===== config.mk =====
export PLATFORM = sky130hd
export DESIGN_NAME = bin2bcd_seq_flat
export DESIGN_NICKNAME = d
export VERILOG_FILES = /design/src/rtl/bin2bcd_seq_if.sv /design/src/rtl/bin2bcd_seq.sv /design/src/flat_wrapper.sv
export SDC_FILE = /design/constraint.sdc
export NUM_CORES = 1
export LEC_CHECK = 0
export BUFFER_PORTS_ARGS = -buffer_cell sky130_fd_sc_hd__buf_4
export CAP_MARGIN = 40
export CORE_MARGIN = 1.5
export CORE_UTILIZATION = 52
export CTS_CLUSTER_SIZE = 8
export DETAILED_ROUTE_END_ITERATION = 7
export PLACE_DENSITY = 0.7
export SLEW_MARGIN = 20
export SYNTH_ARGS = -nofsm -noshare
export SYNTH_HDL_FRONTEND = slang
export SYNTH_SLANG_ARGS = --single-unit
export TNS_END_PERCENT = 5

===== constraint.sdc =====
create_clock -name clk -period 3.75 [get_ports clk]
set_clock_uncertainty 0.1 [all_clocks]
set_input_delay 0.1875 -clock clk [delete_from_list [all_inputs] [get_ports clk]]
set_output_delay 0.1875 -clock clk [all_outputs]
set_load 0.02 [all_outputs]

===== src/rtl/bin2bcd_seq_if.sv =====
// Handshake bundle between a requester and the bin2bcd_seq converter.
// The requester drives start/bin; the converter returns status and the BCD result.
interface bin2bcd_seq_if #(
    parameter int DIGITS = 4,
    parameter int BITS   = 14
);
    logic                  start;
    logic [BITS-1:0]       bin;
    logic                  busy;
    logic                  done;
    logic [4*DIGITS-1:0]   bcds;
    logic                  overflow;

    modport master (
        output start, bin,
        input  busy, done, bcds, overflow
    );

    modport slave (
        input  start, bin,
        output busy, done, bcds, overflow
    );
endinterface


===== src/rtl/bin2bcd_seq.sv =====
// Sequential binary-to-BCD converter (double dabble, one input bit per clock).
// Result is registered and only updated on the final iteration.
//
// state | meaning
// IDLE  | waiting for start; bcds/overflow hold the last result
// SHIFT | one add-3/shift iteration per clock, BITS iterations total
module bin2bcd_seq #(
    parameter int DIGITS = 4,
    parameter int BITS   = 14
) (
    input  logic           clk,
    input  logic           rst,
    bin2bcd_seq_if.slave   bus
);
    localparam int CW = $clog2(BITS + 1);
    localparam int WW = 4 * DIGITS;

    function automatic longint unsigned pow10(input int n);
        longint unsigned r;
        r = 1;
        for (int i = 0; i < n; i++) begin
            r = r * 10;
        end
        return r;
    endfunction

    localparam longint unsigned MAX_VAL = pow10(DIGITS) - 1;

    typedef enum logic {IDLE, SHIFT} state_t;

    state_t          state_q, state_d;
    logic [BITS-1:0] shift_q, shift_d;
    logic [WW-1:0]   work_q, work_d;
    logic [CW-1:0]   cnt_q, cnt_d;
    logic            ovf_pend_q, ovf_pend_d;
    logic            busy_q, busy_d;
    logic            done_q, done_d;
    logic [WW-1:0]   bcds_q, bcds_d;
    logic            ovf_q, ovf_d;

    logic [WW-1:0]   work_adj;
    logic [WW-1:0]   work_next;

    // Digits are adjusted independently; no carry crosses a digit boundary.
    always_comb begin
        work_adj = work_q;
        for (int k = 0; k < DIGITS; k++) begin
            if (work_q[4*k +: 4] >= 4'd5) begin
                work_adj[4*k +: 4] = work_q[4*k +: 4] + 4'd3;
            end
        end
        work_next = {work_adj[WW-2:0], shift_q[BITS-1]};
    end

    always_comb begin
        state_d    = state_q;
        shift_d    = shift_q;
        work_d     = work_q;
        cnt_d      = cnt_q;
        ovf_pend_d = ovf_pend_q;
        busy_d     = busy_q;
        done_d     = 1'b0;
        bcds_d     = bcds_q;
        ovf_d      = ovf_q;
        case (state_q)
            IDLE: begin
                if (bus.start) begin
                    shift_d    = bus.bin;
                    work_d     = '0;
                    cnt_d      = CW'(BITS);
                    ovf_pend_d = (64'(bus.bin) > MAX_VAL);
                    busy_d     = 1'b1;
                    state_d    = SHIFT;
                end
            end
            SHIFT: begin
                work_d  = work_next;
                shift_d = shift_q << 1;
                cnt_d   = cnt_q - CW'(1);
                if (cnt_q == CW'(1)) begin
                    bcds_d  = work_next;
                    ovf_d   = ovf_pend_q;
                    done_d  = 1'b1;
                    busy_d  = 1'b0;
                    state_d = IDLE;
                end
            end
            default: begin
                state_d = IDLE;
                busy_d  = 1'b0;
            end
        endcase
    end

    always_ff @(posedge clk or posedge rst) begin
        if (rst) begin
            state_q    <= IDLE;
            shift_q    <= '0;
            work_q     <= '0;
            cnt_q      <= '0;
            ovf_pend_q <= 1'b0;
            busy_q     <= 1'b0;
            done_q     <= 1'b0;
            bcds_q     <= '0;
            ovf_q      <= 1'b0;
        end else begin
            state_q    <= state_d;
            shift_q    <= shift_d;
            work_q     <= work_d;
            cnt_q      <= cnt_d;
            ovf_pend_q <= ovf_pend_d;
            busy_q     <= busy_d;
            done_q     <= done_d;
            bcds_q     <= bcds_d;
            ovf_q      <= ovf_d;
        end
    end

    assign bus.busy     = busy_q;
    assign bus.done     = done_q;
    assign bus.bcds     = bcds_q;
    assign bus.overflow = ovf_q;
endmodule


===== src/flat_wrapper.sv =====
// flat-port wrapper written by rule: the top's interface ports become plain ports
module bin2bcd_seq_flat 
#(
    parameter int DIGITS = 4,
    parameter int BITS   = 14
)
  (clk, rst, bus_start, bus_bin, bus_busy, bus_done, bus_bcds, bus_overflow);
  bin2bcd_seq_if #(.DIGITS(DIGITS), .BITS(BITS)) bus_i ();
  input  logic clk;
  input  logic rst;
  input wire logic [$bits(bus_i.start)-1:0] bus_start;
  input wire logic [$bits(bus_i.bin)-1:0] bus_bin;
  output wire logic [$bits(bus_i.busy)-1:0] bus_busy;
  output wire logic [$bits(bus_i.done)-1:0] bus_done;
  output wire logic [$bits(bus_i.bcds)-1:0] bus_bcds;
  output wire logic [$bits(bus_i.overflow)-1:0] bus_overflow;
  assign bus_i.start = bus_start;
  assign bus_i.bin = bus_bin;
  assign bus_busy = bus_i.busy;
  assign bus_done = bus_i.done;
  assign bus_bcds = bus_i.bcds;
  assign bus_overflow = bus_i.overflow;
  bin2bcd_seq #(.DIGITS(DIGITS), .BITS(BITS)) u_core (.clk(clk), .rst(rst), .bus(bus_i));
endmodule

==> results.txt <==
----------------------------------------------------
[Worst setup path]
  Worst-path fanout max ... 50
  Kind of launch point of the worst setup path ... flip-flop
  Critical path class ... reg -> reg
  Start of the worst register-to-register path ... u_core.state_q
  Type of element capturing the critical path ... flip-flop
  Slowest cell delay on critical path ... 530 ps
  Crit path max-delay family ... flip-flops
  Origin of the worst setup path ... u_core.state_q
  Buffer and inverter count on the worst path ... 1
  Critical Path Slowest Stage Cell ... sky130_fd_sc_hd__dfrtp_2
  Data arrival time of the critical path ... 1940 ps
  Critical Path, Cell by Cell ... buf_4 -> nor2_1 -> a21o_1 -> a32o_1
  Worst Path Required ... roughly 3800 ps

[Placement]
  Cell count after placement ... around 340
  Final HPWL from detailed placement ... around 3300 um
  Gp weighted congestion ... 0.7610
  Number of input and output port buffers inserted ... 35
  Worst Setup Slack post-DPL ... slightly below 2000 ps

[Flow run]
  # Max-Cap Violations ... 0

[Pwr]
  Net Sw Frac ... 0.3874
  Net switching power figure ... roughly 0.96 mW
  Internal Power ... approximately 1.5 mW
  Clock Power Share ... 0.125
  Cell Pwr Density ... approximately 810 nW/um^2
  Sequential cell fraction of total power ... 0.420
  Part of the power in combinational logic ... 0.455
  Peak VDD IR ... around 300 uV
  Leak pwr ... 1.529 nW

[Clock network]
  CTS tree ... yes
  Setup repair bufs after CTS ... 0
  TritonCTS buffer count ... 5
  CTS Root Cell ... sky130_fd_sc_hd__clkbuf_8
  Num Clock Sinks ... 55
  Insertion delay of the later-clocked pin in the worst-skew pair ... 300 ps
  Count of H-tree levels built during CTS ... 2
  Register clock-pin slew on the reported worst setup and hold paths ... about 90 ps
  Max clock buf depth ... 2

[Synthesis]
  Area share of and/or/nand/nor cells after synthesis ... 0.1304
  Portion of netlist area occupied by mux cells ... 0.1258
  Register bit count reported by yosys ... between 50 and 60
  Post-synthesis instance area ... between 2000 and 3000 sq um
  Fraction of the mapped netlist area in compound gates ... 0.1230
  Post-synthesis instance total ... between 200 and 300
  Fraction of synthesized cell area in xor and xnor cells ... 0.01309
  Count of cell types in the netlist ... 32
  Number of nets produced by synthesis ... about 280
  Register area share after synthesis ... 0.5143
  Combinational family with the most area after synthesis ... simple AND/OR/NAND/NOR gates
  Synth Area in Adders ... 0.04675
  Yosys warns ... 0
  Avg Inst Size Synth ... approximately 11 sq um

[Layout]
  Post-layout util ... 0.6312
  Number of nets in the final layout ... about 310
  Filler Cells Inserted ... between 400 and 500
  Number of antenna diodes ... 0
  Number of non-filler instances in the completed layout ... about 350
  Synth-to-Final Area Change ... 14.35%
  Share of final-layout standard cells stronger than drive strength 1 ... 0.2070

[Global routing]
  Global-route wire length before repair ... ~8100 um
  Vias in the first global route ... around 1,800
  GRT Resource Usage Total ... 0.1895
  Final global-route overflow total ... 0
  Antenna violations before repair ... 0
  Largest net degree at the start of global routing ... 51

[Drt]
  Via-per-instance ratio ... approximately 5.3
  Detailed-route wire length ... around 4600 um
  First-iteration detailed-routing DRC count ... 90
  Detailed-router iteration count before antenna repair ... 4
  Mean routed wirelength per cell ... roughly 13 um
  Number of vias in the routed layout ... between 1,500 and 2,000
  Post-route antenna net violation count ... 0
  Post-detailed-route DRC marker count ... 0

[Floorplanning]
  Die span in y ... 74.74 um
  Core outline area ... 4848 sq um
  DIE AREA ... about 5600 sq um
  Initial cell density of the core ... 0.5520
  Number of rows in the core area ... 25
  Die width ... between 70 and 80 um
  # IOs ... 36

[Timing]
  Max-slew headroom at the worst pin ... 0.5200
  Final Hold Violating Endpoints ... 0
  Final worst slack ... 1898 ps
  Minimum period implied by the final worst setup slack ... ~1900 ps
  Final hold slack ... a little over 50 ps
  Final number of max-transition violations ... 0
  Setup Viol. Count Final ... 0
  Total negative slack for setup checks ... 0 ps
  Setup repair after global routing missed its margin ... no
  Peak Freq ... approximately 0.54 GHz
  Transition time of the tightest slew-check pin ... a little over 700 ps
  Portion of the clock cycle consumed by the worst path in the final layout ... 0.4938

[Worst hold path]
  Hold path startpoint ... bus_bin[0]
  Tightest Hold Check Type ... in -> reg

[Outcome]
  Result of the run ... completed

----------------------------------------------------
## cells in the final DEF, fill, tap and decap left out, types with 2 or more instances in the layout
cell type | synthesis | final
sky130_fd_sc_hd__mux2_4 | 5 | 5
sky130_fd_sc_hd__mux2i_1 | 25 | 25
sky130_fd_sc_hd__xnor2_1 | 4 | 4
sky130_fd_sc_hd__a32o_1 | 2 | 2
sky130_fd_sc_hd__clkbuf_1 | 1 | 2
sky130_fd_sc_hd__a21oi_1 | 10 | 10
sky130_fd_sc_hd__o21ai_0 | 25 | 25
sky130_fd_sc_hd__nor3_1 | 4 | 4
sky130_fd_sc_hd__a21o_2 | 2 | 2
sky130_fd_sc_hd__nor3b_1 | 6 | 6
sky130_fd_sc_hd__nand2b_1 | 13 | 13
sky130_fd_sc_hd__ha_1 | 10 | 10
sky130_fd_sc_hd__buf_4 | 2 | 37
sky130_fd_sc_hd__inv_1 | 13 | 12
sky130_fd_sc_hd__a31oi_1 | 3 | 3
sky130_fd_sc_hd__clkbuf_8 | 0 | 5
sky130_fd_sc_hd__nor2_1 | 9 | 9
sky130_fd_sc_hd__nand2_1 | 34 | 34
sky130_fd_sc_hd__a21o_1 | 4 | 4
sky130_fd_sc_hd__dfrtp_1 | 55 | 54
sky130_fd_sc_hd__o31ai_1 | 2 | 2
sky130_fd_sc_hd__a22o_1 | 2 | 2
sky130_fd_sc_hd__a21oi_2 | 3 | 3
## worst register-to-register path, delay by kind of cell, from the launching register on
kind	cells	cell delay [ps]
flops	1	530
buf+inv	1	470
compound gates	2	400
simple gates	1	250
## flip-flops by register name, summed over array words and instances, names as in the netlist
register and flops:
u_core.bus.busy 1, u_core.bus.bcds 16, u_core.ovf_pend_q 1, u_core.shift_q 14, u_core.state_q 1, u_core.bus.overflow 1
u_core.bus.done 1, u_core.cnt_q 4, u_core.work_q 16
## cell usage after synthesis (all sizes together)
| cell type | count | share of area |
|---|---|---|
| a21oi | 13 | 0.029 |
| a32o | 2 | 0.0075 |
| nor2 | 10 | 0.015 |
| inv | 14 | 0.021 |
| a21o | 6 | 0.018 |
| ha | 10 | 0.047 |
| nor3 | 4 | 0.0075 |
| o21ai | 25 | 0.047 |
| o31ai | 2 | 0.0056 |
| nand3 | 2 | 0.0084 |
| clkbuf | 1 | 0.0014 |
| buf | 11 | 0.025 |
| nand2 | 34 | 0.048 |
| xnor2 | 4 | 0.013 |
| nand2b | 13 | 0.030 |
| a22o | 2 | 0.0065 |
| mux2 | 6 | 0.032 |
| dfrtp | 55 | 0.51 |
| a31oi | 3 | 0.0070 |
| o22a | 1 | 0.0033 |
| nor4 | 1 | 0.0023 |
| or3 | 1 | 0.0023 |
| mux2i | 25 | 0.094 |
| nor3b | 6 | 0.017 |
## repair_timing
item,4_1_cts,5_1_grt
endpoints found under the hold margin,34,0
resized for setup,0,0
endpoints found under the setup margin,0,0
hold buffers,1,0
## worst paths after layout
path,endpoint,slack (ps),cells after the start
setup / recovery,u_core.work_q[3],1900,4
hold / removal,u_core.shift_q[0],50,3
setup reg to reg,u_core.work_q[3],1900,4
hold reg to reg,u_core.bus.overflow,380,2
max in group asynchronous,u_core.state_q,2310,4
min in group asynchronous,u_core.shift_q[6],460,3
## cells by family after synthesis
| kind of cell | Yosys count |
|---|---|
| AOI/OAI and AO/OA | 54 |
| xor gates and xnor gates | 4 |
| adders and majority gates | 10 |
| buffers and inverters | 26 |
| DFF | 55 |
| muxes | 31 |
| and+or+nand+nor | 71 |
## area by class of cell
class	instances	area [sq um]	area share
clock buffer	7	76.32	0.02494
tap	67	83.83	0.02739
clock inverter	1	5.005	0.001635
timing repair buffer	38	287.8	0.09403
inverter	14	55.05	0.01799
sequential	55	1378	0.4501
multi-input combinational	170	1175	0.3839
## per-stage QoR
| step | area, sq um | total power, mW |
|---|---|---|
| global route | 3060 | 2.697 |
| detailed placement | 2969 | 2.191 |
| floorplan | 2676 | 1.862 |
| global placement | 2969 | 2.155 |
| CTS | 3060 | 2.506 |
| finish | 3060 | 2.471 |
## layer usage
metal	track usage	part of all wire
met1	0.2502	0.50
met2	0.3135	0.46
met3	0.04284	0.028
met4	0.05859	0.014
met5	0	0
## power groups by stage
| stage | clock network (mW) | registers [mW] | logic [mW] |
|---|---|---|---|
| after global routing | 0.347 | 1.07 | 1.28 |
| after floorplan | 0 | 1.10 | 0.762 |
| after global placement | 0 | 1.04 | 1.11 |
| after detailed placement | 0 | 1.05 | 1.14 |
| after CTS | 0.325 | 1.04 | 1.14 |
| final | 0.309 | 1.04 | 1.12 |
No activity file was read; power rests on OpenSTA's default activity.
